$ cat config.mk
export PLATFORM = sky130hd
export DESIGN_NAME = gt_reset_sequencer_flat
export DESIGN_NICKNAME = d
export VERILOG_FILES = /design/src/rtl/gt_reset_sequencer_if.sv /design/src/rtl/gt_reset_sequencer.sv /design/src/flat_wrapper.sv
export SDC_FILE = /design/constraint.sdc
export NUM_CORES = 1
export LEC_CHECK = 0
export CORE_MARGIN = 2
export CORE_UTILIZATION = 60
export CTS_CLUSTER_DIAMETER = 120
export CTS_CLUSTER_SIZE = 30
export DETAILED_ROUTE_END_ITERATION = 10
export MAX_ROUTING_LAYER = met4
export PLACE_DENSITY = 0.84
export SLEW_MARGIN = 20
export SYNTH_ARGS = -nofsm -noshare
export SYNTH_HDL_FRONTEND = slang
export SYNTH_SLANG_ARGS = --single-unit
$ cat constraint.sdc
create_clock -name STABLE_CLOCK_IN -period 4.15 [get_ports STABLE_CLOCK_IN]
set_input_delay 0.415 -clock STABLE_CLOCK_IN [delete_from_list [all_inputs] [get_ports STABLE_CLOCK_IN]]
set_output_delay 0.415 -clock STABLE_CLOCK_IN [all_outputs]
set_load 0.03 [all_outputs]
$ cat src/rtl/gt_reset_sequencer_if.sv
// GT-side control/status bundle for the GTX channel reset sequencer.
interface gt_reset_sequencer_if;
  logic       SOFT_RESET_IN;
  logic       GT0_CPLLLOCK_IN;
  logic       GT0_TXRESETDONE_IN;
  logic       GT0_RXRESETDONE_IN;
  logic       GT0_CPLLRESET_OUT;
  logic       GT0_GTTXRESET_OUT;
  logic       GT0_GTRXRESET_OUT;
  logic       GT0_TXUSERRDY_OUT;
  logic       GT0_RXUSERRDY_OUT;
  logic       TX_FSM_RESET_DONE_OUT;
  logic       RX_FSM_RESET_DONE_OUT;
  logic       FAIL_OUT;
  logic [3:0] RETRY_COUNT_OUT;
  logic [2:0] STATE_OUT;

  // Drives the GT status inputs and observes the sequencer outputs.
  modport master (
    output SOFT_RESET_IN, GT0_CPLLLOCK_IN, GT0_TXRESETDONE_IN, GT0_RXRESETDONE_IN,
    input  GT0_CPLLRESET_OUT, GT0_GTTXRESET_OUT, GT0_GTRXRESET_OUT,
           GT0_TXUSERRDY_OUT, GT0_RXUSERRDY_OUT, TX_FSM_RESET_DONE_OUT,
           RX_FSM_RESET_DONE_OUT, FAIL_OUT, RETRY_COUNT_OUT, STATE_OUT
  );

  // The sequencer side.
  modport slave (
    input  SOFT_RESET_IN, GT0_CPLLLOCK_IN, GT0_TXRESETDONE_IN, GT0_RXRESETDONE_IN,
    output GT0_CPLLRESET_OUT, GT0_GTTXRESET_OUT, GT0_GTRXRESET_OUT,
           GT0_TXUSERRDY_OUT, GT0_RXUSERRDY_OUT, TX_FSM_RESET_DONE_OUT,
           RX_FSM_RESET_DONE_OUT, FAIL_OUT, RETRY_COUNT_OUT, STATE_OUT
  );
endinterface

$ cat src/rtl/gt_reset_sequencer.sv
// Startup/reset sequencer for one GTX channel: settle, CPLL reset, lock wait,
// GT TX/RX reset, USERRDY, resetdone wait; retries on timeout or lock loss.
module gt_reset_sequencer #(
  parameter int unsigned STARTUP_WAIT_CYCLES = 75,
  parameter int unsigned CPLLRST_CYCLES      = 8,
  parameter int unsigned GTRST_CYCLES        = 8,
  parameter int unsigned LOCK_TIMEOUT_CYCLES = 75000,
  parameter int unsigned DONE_TIMEOUT_CYCLES = 150000,
  parameter int unsigned MAX_RETRIES         = 3
) (
  input  logic                  STABLE_CLOCK_IN,
  input  logic                  RESET_N_IN,
  gt_reset_sequencer_if.slave   gt
);

  function automatic int unsigned max2(input int unsigned a, input int unsigned b);
    return (a > b) ? a : b;
  endfunction

  localparam int unsigned MAX_CYC = max2(max2(max2(STARTUP_WAIT_CYCLES, CPLLRST_CYCLES),
                                              max2(GTRST_CYCLES, LOCK_TIMEOUT_CYCLES)),
                                         DONE_TIMEOUT_CYCLES);
  localparam int unsigned CNT_W   = (MAX_CYC > 1) ? $clog2(MAX_CYC) : 1;
  localparam int unsigned RTY_W   = 4;

  typedef enum logic [2:0] {
    ST_INIT      = 3'd0,
    ST_CPLL_RST  = 3'd1,
    ST_WAIT_LOCK = 3'd2,
    ST_GT_RST    = 3'd3,
    ST_WAIT_DONE = 3'd4,
    ST_DONE      = 3'd5,
    ST_FAIL      = 3'd7
  } state_e;

  state_e             state_q, state_d;
  logic [CNT_W-1:0]   cnt_q, cnt_d;
  logic [RTY_W-1:0]   retry_q, retry_d, retry_inc;
  logic [2:0]         meta_q, meta_d, sync_q, sync_d;
  logic               cpllreset_q, cpllreset_d;
  logic               gtreset_q, gtreset_d;
  logic               userrdy_q, userrdy_d;
  logic               done_q, done_d;
  logic               fail_q, fail_d;
  logic               lock_s, txdone_s, rxdone_s;
  logic               timeout_lock, timeout_done, last_cpll, last_gt, last_init;
  state_e             timeout_state;

  assign lock_s   = sync_q[2];
  assign txdone_s = sync_q[1];
  assign rxdone_s = sync_q[0];

  // Two-stage synchroniser for CPLLLOCK / TXRESETDONE / RXRESETDONE.
  always_comb begin
    meta_d = {gt.GT0_CPLLLOCK_IN, gt.GT0_TXRESETDONE_IN, gt.GT0_RXRESETDONE_IN};
    sync_d = meta_q;
  end

  // Next state, shared counter, retry count and registered outputs.
  always_comb begin
    state_d       = state_q;
    retry_d       = retry_q;
    retry_inc     = (retry_q == '1) ? retry_q : retry_q + RTY_W'(1);
    timeout_state = (32'(retry_inc) >= MAX_RETRIES) ? ST_FAIL : ST_CPLL_RST;
    last_init     = (cnt_q == CNT_W'(STARTUP_WAIT_CYCLES - 1));
    last_cpll     = (cnt_q == CNT_W'(CPLLRST_CYCLES - 1));
    last_gt       = (cnt_q == CNT_W'(GTRST_CYCLES - 1));
    timeout_lock  = (cnt_q == CNT_W'(LOCK_TIMEOUT_CYCLES - 1));
    timeout_done  = (cnt_q == CNT_W'(DONE_TIMEOUT_CYCLES - 1));

    if (gt.SOFT_RESET_IN) begin
      state_d = ST_INIT;
      retry_d = '0;
    end else begin
      case (state_q)
        ST_INIT:      if (last_init) state_d = ST_CPLL_RST;
        ST_CPLL_RST:  if (last_cpll) state_d = ST_WAIT_LOCK;
        ST_WAIT_LOCK: begin
          if (timeout_lock) begin
            retry_d = retry_inc;
            state_d = timeout_state;
          end else if (lock_s) begin
            state_d = ST_GT_RST;
          end
        end
        ST_GT_RST:    if (last_gt) state_d = ST_WAIT_DONE;
        ST_WAIT_DONE: begin
          if (!lock_s) begin
            retry_d = retry_inc;
            state_d = ST_CPLL_RST;
          end else if (timeout_done) begin
            retry_d = retry_inc;
            state_d = timeout_state;
          end else if (txdone_s && rxdone_s) begin
            state_d = ST_DONE;
          end
        end
        ST_DONE: begin
          if (!lock_s || !txdone_s || !rxdone_s) begin
            retry_d = retry_inc;
            state_d = ST_CPLL_RST;
          end
        end
        ST_FAIL:      state_d = ST_FAIL;
        default:      state_d = ST_INIT;
      endcase
    end

    // Counter restarts on every state change and on a held soft reset; saturates otherwise.
    if (gt.SOFT_RESET_IN || (state_d != state_q)) cnt_d = '0;
    else if (cnt_q == '1)                         cnt_d = cnt_q;
    else                                          cnt_d = cnt_q + CNT_W'(1);

    cpllreset_d = (state_d == ST_CPLL_RST) || (state_d == ST_FAIL);
    gtreset_d   = (state_d == ST_INIT) || (state_d == ST_GT_RST) || (state_d == ST_FAIL);
    userrdy_d   = (state_d == ST_WAIT_DONE) || (state_d == ST_DONE);
    done_d      = (state_d == ST_DONE);
    fail_d      = (state_d == ST_FAIL);
  end

  // State, counter, synchroniser and output registers.
  always_ff @(posedge STABLE_CLOCK_IN or negedge RESET_N_IN) begin
    if (!RESET_N_IN) begin
      state_q     <= ST_INIT;
      cnt_q       <= '0;
      retry_q     <= '0;
      meta_q      <= '0;
      sync_q      <= '0;
      cpllreset_q <= 1'b0;
      gtreset_q   <= 1'b1;
      userrdy_q   <= 1'b0;
      done_q      <= 1'b0;
      fail_q      <= 1'b0;
    end else begin
      state_q     <= state_d;
      cnt_q       <= cnt_d;
      retry_q     <= retry_d;
      meta_q      <= meta_d;
      sync_q      <= sync_d;
      cpllreset_q <= cpllreset_d;
      gtreset_q   <= gtreset_d;
      userrdy_q   <= userrdy_d;
      done_q      <= done_d;
      fail_q      <= fail_d;
    end
  end

  assign gt.GT0_CPLLRESET_OUT     = cpllreset_q;
  assign gt.GT0_GTTXRESET_OUT     = gtreset_q;
  assign gt.GT0_GTRXRESET_OUT     = gtreset_q;
  assign gt.GT0_TXUSERRDY_OUT     = userrdy_q;
  assign gt.GT0_RXUSERRDY_OUT     = userrdy_q;
  assign gt.TX_FSM_RESET_DONE_OUT = done_q;
  assign gt.RX_FSM_RESET_DONE_OUT = done_q;
  assign gt.FAIL_OUT              = fail_q;
  assign gt.RETRY_COUNT_OUT       = retry_q;
  assign gt.STATE_OUT             = state_q;

endmodule

$ cat src/flat_wrapper.sv
// flat-port wrapper written by rule: the top's interface ports become plain ports
module gt_reset_sequencer_flat 
#(
  parameter int unsigned STARTUP_WAIT_CYCLES = 75,
  parameter int unsigned CPLLRST_CYCLES      = 8,
  parameter int unsigned GTRST_CYCLES        = 8,
  parameter int unsigned LOCK_TIMEOUT_CYCLES = 75000,
  parameter int unsigned DONE_TIMEOUT_CYCLES = 150000,
  parameter int unsigned MAX_RETRIES         = 3
)
  (STABLE_CLOCK_IN, RESET_N_IN, gt_SOFT_RESET_IN, gt_GT0_CPLLLOCK_IN, gt_GT0_TXRESETDONE_IN, gt_GT0_RXRESETDONE_IN, gt_GT0_CPLLRESET_OUT, gt_GT0_GTTXRESET_OUT, gt_GT0_GTRXRESET_OUT, gt_GT0_TXUSERRDY_OUT, gt_GT0_RXUSERRDY_OUT, gt_TX_FSM_RESET_DONE_OUT, gt_RX_FSM_RESET_DONE_OUT, gt_FAIL_OUT, gt_RETRY_COUNT_OUT, gt_STATE_OUT);
  gt_reset_sequencer_if gt_i ();
  input  logic STABLE_CLOCK_IN;
  input  logic RESET_N_IN;
  input wire logic [$bits(gt_i.SOFT_RESET_IN)-1:0] gt_SOFT_RESET_IN;
  input wire logic [$bits(gt_i.GT0_CPLLLOCK_IN)-1:0] gt_GT0_CPLLLOCK_IN;
  input wire logic [$bits(gt_i.GT0_TXRESETDONE_IN)-1:0] gt_GT0_TXRESETDONE_IN;
  input wire logic [$bits(gt_i.GT0_RXRESETDONE_IN)-1:0] gt_GT0_RXRESETDONE_IN;
  output wire logic [$bits(gt_i.GT0_CPLLRESET_OUT)-1:0] gt_GT0_CPLLRESET_OUT;
  output wire logic [$bits(gt_i.GT0_GTTXRESET_OUT)-1:0] gt_GT0_GTTXRESET_OUT;
  output wire logic [$bits(gt_i.GT0_GTRXRESET_OUT)-1:0] gt_GT0_GTRXRESET_OUT;
  output wire logic [$bits(gt_i.GT0_TXUSERRDY_OUT)-1:0] gt_GT0_TXUSERRDY_OUT;
  output wire logic [$bits(gt_i.GT0_RXUSERRDY_OUT)-1:0] gt_GT0_RXUSERRDY_OUT;
  output wire logic [$bits(gt_i.TX_FSM_RESET_DONE_OUT)-1:0] gt_TX_FSM_RESET_DONE_OUT;
  output wire logic [$bits(gt_i.RX_FSM_RESET_DONE_OUT)-1:0] gt_RX_FSM_RESET_DONE_OUT;
  output wire logic [$bits(gt_i.FAIL_OUT)-1:0] gt_FAIL_OUT;
  output wire logic [$bits(gt_i.RETRY_COUNT_OUT)-1:0] gt_RETRY_COUNT_OUT;
  output wire logic [$bits(gt_i.STATE_OUT)-1:0] gt_STATE_OUT;
  assign gt_i.SOFT_RESET_IN = gt_SOFT_RESET_IN;
  assign gt_i.GT0_CPLLLOCK_IN = gt_GT0_CPLLLOCK_IN;
  assign gt_i.GT0_TXRESETDONE_IN = gt_GT0_TXRESETDONE_IN;
  assign gt_i.GT0_RXRESETDONE_IN = gt_GT0_RXRESETDONE_IN;
  assign gt_GT0_CPLLRESET_OUT = gt_i.GT0_CPLLRESET_OUT;
  assign gt_GT0_GTTXRESET_OUT = gt_i.GT0_GTTXRESET_OUT;
  assign gt_GT0_GTRXRESET_OUT = gt_i.GT0_GTRXRESET_OUT;
  assign gt_GT0_TXUSERRDY_OUT = gt_i.GT0_TXUSERRDY_OUT;
  assign gt_GT0_RXUSERRDY_OUT = gt_i.GT0_RXUSERRDY_OUT;
  assign gt_TX_FSM_RESET_DONE_OUT = gt_i.TX_FSM_RESET_DONE_OUT;
  assign gt_RX_FSM_RESET_DONE_OUT = gt_i.RX_FSM_RESET_DONE_OUT;
  assign gt_FAIL_OUT = gt_i.FAIL_OUT;
  assign gt_RETRY_COUNT_OUT = gt_i.RETRY_COUNT_OUT;
  assign gt_STATE_OUT = gt_i.STATE_OUT;
  gt_reset_sequencer #(.STARTUP_WAIT_CYCLES(STARTUP_WAIT_CYCLES), .CPLLRST_CYCLES(CPLLRST_CYCLES), .GTRST_CYCLES(GTRST_CYCLES), .LOCK_TIMEOUT_CYCLES(LOCK_TIMEOUT_CYCLES), .DONE_TIMEOUT_CYCLES(DONE_TIMEOUT_CYCLES), .MAX_RETRIES(MAX_RETRIES)) u_core (.STABLE_CLOCK_IN(STABLE_CLOCK_IN), .RESET_N_IN(RESET_N_IN), .gt(gt_i));
endmodule
Yosys cells after proc, flatten, opt, wreduce, memory -nomap -nowiden
Cells that the tools add are included.
W data, S select, Z words.
{"block": "totals", "out_inout_bits": 15, "regBits": 36, "wordCells": 71}
{"block": "classes", "reduce_logical": 15, "n_addsub": 2, "n_lt_le_gt_ge": 1, "n_mux": 21, "n_eq_ne": 22}
{"cell": "$eq A18 B18 Y1 const B", "count": 2}
{"cell": "$mux W18", "count": 2}
{"cell": "$mux W3", "count": 11}
{"cell": "$mux W4", "count": 6}
{"cell": "$pmux W3 S7", "count": 1}
{"cell": "$add A18 B1 Y18 const B", "count": 1}
{"cell": "$eq A18 B17 Y1 const B", "count": 1}
{"cell": "$eq A18 B3 Y1 const B", "count": 1}
{"cell": "$eq A18 B7 Y1 const B", "count": 1}
{"cell": "$eq A3 B3 Y1 const B", "count": 6}
{"cell": "$pmux W4 S3", "count": 1}
{"cell": "$eq A3 B2 Y1 const B", "count": 3}
{"cell": "$logic_or A1 B1 Y1", "count": 7}
{"cell": "$eq A3 B1 Y1 const B", "count": 2}
{"cell": "$logic_not A3 Y1", "count": 2}
{"cell": "$ne A3 B2 Y1 const B", "count": 2}
{"cell": "$add A4 B1 Y4 const B", "count": 1}
{"cell": "$eq A4 B4 Y1 const B", "count": 1}
{"cell": "$ge A4 B2 Y1 const B", "count": 1}
{"cell": "$ne A4 B4 Y1 const B", "count": 1}
{"cell": "$reduce_and A4 Y1", "count": 1}
{"cell": "$reduce_bool A4 Y1", "count": 1}
{"cell": "$logic_not A1 Y1", "count": 3}
{"cell": "$ne A3 B3 Y1", "count": 1}
{"cell": "other kinds (2)", "count": 2}

Longest topological paths before layout
{"block": "logic_depth", "ltp_word": 11, "ltp_mapped": 10, "ltp_nobuf": 8}

Least setup slack after synthesis
No wires, ideal clock.
{"block": "synth_timing", "path_type": "reg-to-reg", "start": "register u_core.retry_q[0] (netlist: u_core.gt.RETRY_COUNT_OUT[0])", "end": "register u_core.cnt_q[6]", "t_arrival_ns": 2.308, "period_less_slack_ns": 2.427, "stages_incl_launch_ff": 9, "setup_ns": 0.118, "slack_ns": 1.723, "path_cell_list": "dfrtp_1 ha_1 a21bo_2 a2111oi_2 o22ai_1 o21a_1 o21ai_4 buf_6 nor2_1"}
{"block": "synth_between", "elab_chain_cells": 11, "elab_cells_between_ends": 14}
{"element": "start, declared", "line_no": "gt_reset_sequencer.sv:38", "source": "logic [RTY_W-1:0] retry_q, retry_d, retry_inc;"}
{"element": "start signal, assigned", "line_no": "gt_reset_sequencer.sv:137", "source": "retry_q <= retry_d;"}
{"element": "$add A4 B1 Y4 / $eq A4 B4 Y1 (equally long branches)", "line_no": "gt_reset_sequencer.sv:63", "source": "retry_inc = (retry_q == '1) ? retry_q : retry_q + RTY_W'(1);"}
{"element": "$mux W4 *", "line_no": "gt_reset_sequencer.sv:63"}
{"element": "$ge A4 B2 Y1 *", "line_no": "gt_reset_sequencer.sv:64", "source": "timeout_state = (32'(retry_inc) >= MAX_RETRIES) ? ST_FAIL : ST_CPLL_RST;"}
{"element": "$mux W3 *", "line_no": "gt_reset_sequencer.sv:64"}
{"element": "$mux W3", "line_no": "gt_reset_sequencer.sv:91", "source": "end else if (timeout_done) begin"}
{"element": "$mux W3", "line_no": "gt_reset_sequencer.sv:88", "source": "if (!lock_s) begin"}
{"element": "$pmux W3 S7 *", "line_no": "gt_reset_sequencer.sv:75", "source": "case (state_q)"}
{"element": "$mux W3 *", "line_no": "gt_reset_sequencer.sv:71", "source": "if (gt.SOFT_RESET_IN) begin"}
{"element": "$ne A3 B3 Y1 *", "line_no": "gt_reset_sequencer.sv:110", "source": "if (gt.SOFT_RESET_IN || (state_d != state_q)) cnt_d = '0;"}
{"element": "$logic_or A1 B1 Y1 *", "line_no": "gt_reset_sequencer.sv:110"}
{"element": "$ne A2 B1 Y1 (no line) / $mux W18 (equally long branches)"}
{"element": "end signal, assigned", "line_no": "gt_reset_sequencer.sv:136", "source": "cnt_q <= cnt_d;"}
{"element": "end, declared", "line_no": "gt_reset_sequencer.sv:37", "source": "logic [CNT_W-1:0] cnt_q, cnt_d;"}
Mark *: on every way between the ends. The rest lies on a longest branch, timed or not.
A chain may end at the register's enable or synchronous reset.

Worst setup path after layout
{"block": "layout_timing", "start": "register u_core.cnt_q[4]", "end": "register u_core.cnt_q[15]"}
{"block": "layout_between", "elab_chain_cells": 8, "elab_cells_between_ends": 19}
{"element": "$eq A18 B18 Y1", "line_no": "gt_reset_sequencer.sv:69", "source": "timeout_done = (cnt_q == CNT_W'(DONE_TIMEOUT_CYCLES - 1));"}
{"element": "$mux W3", "line_no": "gt_reset_sequencer.sv:91"}
{"element": "$mux W3", "line_no": "gt_reset_sequencer.sv:88"}
{"element": "$pmux W3 S7", "line_no": "gt_reset_sequencer.sv:75"}
{"element": "$mux W3", "line_no": "gt_reset_sequencer.sv:71"}
{"element": "$ne A3 B3 Y1", "line_no": "gt_reset_sequencer.sv:110"}
{"element": "$logic_or A1 B1 Y1", "line_no": "gt_reset_sequencer.sv:110"}
{"element": "$ne A2 B1 Y1 (no line) / $mux W18 (equally long branches)"}
Parallel ways exist; a longest one is shown, timed or not. The select of a mux whose other input is x is not followed.

==> run_results.csv <==
group,metric,value,unit
cells_and_area,drive_above_1_share,10.2,%
synthesis,synthTopCellsByArea,"dfrtp_1, xor2_1, nor2_1, nand4_1, nand3_1",
place,io_buffers,20,
timing,relSlewSlack,67.8,%
synthesis,synth-xor-area-share,7.13,%
synthesis,postSynthAreaPerCell,9.98,um^2
job,drv_cap,0,
timing,rsz0062_at_grt,"false",
pwr,power.internal,493,uW
synthesis,netlist.top_cell.by_area,"dfrtp_1",
timing,min_period,2.55,ns
global_routing,grt-ovfl-total,0,
floorplan,fp.coreArea,0.00308,mm^2
timing,fin_crit_sh,61.4,%
synthesis,synthMuxAreaShare,1.08,%
synthesis,syn_nets,206,
min_path,hold_path_class,"flip-flop to flip-flop",
setup_path,cp.arrival,2.76,ns
routing,remaining_drc_errors,0,
cells_and_area,utilization,72.4,%
timing,slew_viol_final,0,
synthesis,synth_top_area_share,44.6,%
routing,wl_per_cell,15.7,um
place,hpwlAfterDp,2.89,mm
timing,fmax,392,MHz
cts,clk_latency,0.35,ns
setup_path,worstSetupEndpointType,"flip-flop",
synthesis,yosysSeqAreaShare,45.9,%
synthesis,ys_warn_count,0,
routing,routed_wl,4.06,mm
synthesis,synth-adder-area-share,1.91,%
cts,h-tree-depth,2,
cts,clock_sinks,36,
floorplan,start_util,63.9,%
synthesis,synth-edff-count,0,
global_routing,antenna_found_initial,0,
cts,clk_pin_slew,0.11,ns
routing,drt.antenna.violating_nets,0,
routing,drtPass1Iterations,4,
global_routing,grt_pass1_wl,6.78,mm
timing,hold_viol_final,0,
timing,setup_viol,0,
cts,cts_buffer_depth,2,
place,place.gp.congestion,0.846,
synthesis,synthArstFlopShare,100,%
cells_and_area,areaGrowthSynthToFinish,13.4,%
cts,postCtsSetupBuffers,0,
floorplan,ios,21,
global_routing,first_global_vias,1556,
synthesis,synth_cell_types,52,
synthesis,synth_compound_area_share,12.0,%
cts,cts.hold.buffers_added,0,
cts,ctsResizeCount,0,
cells_and_area,layout.nets,223,
pwr,p_seq_share,57.4,%
pwr,clkPwrFrac,38.3,%
setup_path,cp_max_fo,18,
floorplan,dieWidth,61.2,um
setup_path,crit_type,"flip-flop to flip-flop",
synthesis,syn_inst,197,
global_routing,grt_max_degree,37,
synthesis,synth-simple-area-share,26.9,%
timing,skew,0.0115,ns
cts,cts_root_buffer,"clkbuf_4",
synthesis,synth_top_family_by_area,"simple AND/OR/NAND/NOR gates",
synthesis,ys_ff_latch,36,
floorplan,die_area,0.00375,mm^2
setup_path,critPathRequiredTime,4.36,ns
floorplan,num_rows,20,
cts,cts_buffers,5,
cts,cts_tree,"yes",
status,status,"complete, no violations",
floorplan,die_y,61.2,um
cells_and_area,antennaDiodeCount,0,
routing,first_iter_violations,75,
timing,finalSetupTns,0,ns
pwr,irDropWorstVdd,259,uV
pwr,swShare,21.7,%
routing,vias_per_cell,6.05,
synthesis,syn-cell-area,0.00197,mm^2
pwr,p_comb_share,4.3,%
synthesis,synth-main-ff-cell,"dfrtp_1",
global_routing,grt_usage,25.8,%
routing,vias,1566,
timing,worst_pin_slew,0.481,ns
pwr,powerDensity,283,mW/mm^2
pwr,power_switching,137,uW
pwr,p_leak,0.980,nW
setup_path,cp-start-kind,"flip-flop",
cells by family after synthesis:
group	after synthesis
xor+xnor	16
simple gates	94
buf+inv	17
flops	36
fa+ha+maj	3
compound gates	29
mux	2
cell type report:
cell class,instances,area (um^2)
multi-input combinational,144,965
sequential,36,902
fill,245,850
timing repair buffer,21,208
tap,44,55.1
clock buffer,6,41.3
clock inverter,2,35.0
inverter,6,22.5
registers in the layout, indices dropped and copies added (netlist names):
| name | cells |
|---|---|
| u_core.gt.RX_FSM_RESET_DONE_OUT | 1 |
| u_core.gt.STATE_OUT | 3 |
| u_core.gt.GT0_CPLLRESET_OUT | 1 |
| u_core.cnt_q | 18 |
| u_core.gt.GT0_RXUSERRDY_OUT | 1 |
| u_core.gt.FAIL_OUT | 1 |
| u_core.sync_q | 3 |
| u_core.gt.RETRY_COUNT_OUT | 4 |
| u_core.gt.GT0_GTRXRESET_OUT | 1 |
| u_core.meta_q | 3 |
worst max-delay path, cell delays in order, from the launching register on:
cell and delay (ns):
dfrtp_1 0.44, or4_4 0.56, or3_4 0.36, nor4_4 0.22, o21ba_2 0.20, nor3_1 0.08
o21ai_4 0.44, nor2_1 0.11
cell usage after synthesis, types with 2 or more instances:
cell	count
and4_1	2
buf_6	2
nand3b_1	2
a31oi_1	2
and2_1	2
nand2_1	12
and4b_1	2
a211oi_1	2
buf_4	5
nor4_1	3
xnor2_1	2
nor2b_1	4
nor3b_1	3
nand4_1	10
a21oi_1	7
xor2_1	14
nand3_1	11
ha_1	3
nand2b_1	3
and3_1	4
nor3_1	5
inv_1	6
clkbuf_1	3
nor2_1	24
dfrtp_1	35
a21o_1	3
metrics by stage:
stage | cell area, um^2 | setup slack (ns) | hold WS (ns) | power [mW] | instances
6_report | 2230 | 1.60 | 0.361 | 0.630 | 259
5_1_grt | 2230 | 1.40 | 0.365 | 0.658 | 259
4_1_cts | 2230 | 1.58 | 0.361 | 0.636 | 259
3_5_place_dp | 2150 | 1.60 | 0.336 | 0.396 | 251
3_3_place_gp | 2150 | 1.65 | 0.332 | 0.393 | 251
2_1_floorplan | 1970 | 1.72 | 0.119 | 0.380 | 197
power by group through the flow:
stage	Clock, mW	Sequential [mW]	Combinational [mW]
global placement	0	0.367	0.0259
CTS	0.247	0.361	0.0277
global route	0.265	0.363	0.0307
finish	0.241	0.361	0.0268
floorplan	0	0.366	0.0138
detailed placement	0	0.368	0.0275
worst paths after layout:
| kind | to | cells after the start | slack [ns] | from |
|---|---|---|---|---|
| max in group asynchronous | u_core.gt.GT0_GTRXRESET_OUT | 2 | 3.33 | RESET_N_IN |
| setup / recovery | u_core.cnt_q[15] | 7 | 1.60 | u_core.cnt_q[4] |
| min in group asynchronous | u_core.gt.RETRY_COUNT_OUT[1] | 2 | 0.48 | RESET_N_IN |
| hold / removal | u_core.sync_q[0] | 0 | 0.36 | u_core.meta_q[0] |
| setup reg to reg | u_core.cnt_q[15] | 7 | 1.60 | u_core.cnt_q[4] |
| hold reg to reg | u_core.sync_q[0] | 0 | 0.36 | u_core.meta_q[0] |
metal layers:
layer / GRT usage, % / up-vias / wire [um]
li1: - / 735 / -
met1: 28.9 / 760 / 1640
met2: 41.5 / 59 / 2080
met3: 8.19 / 12 / 250
met4: 12.7 / 0 / 82
met5: - / - / 0
cell usage in the layout (no fill, tap or decap), types with 6 or more instances in the layout:
master,instances
nor2_1,24
inv_1,6
dfrtp_1,35
nand2_1,12
nand3_1,11
nand4_1,10
xor2_1,14
clkdlybuf4s50_1,20
a21oi_1,7
Note: power is estimated with default switching activity, not from simulation.
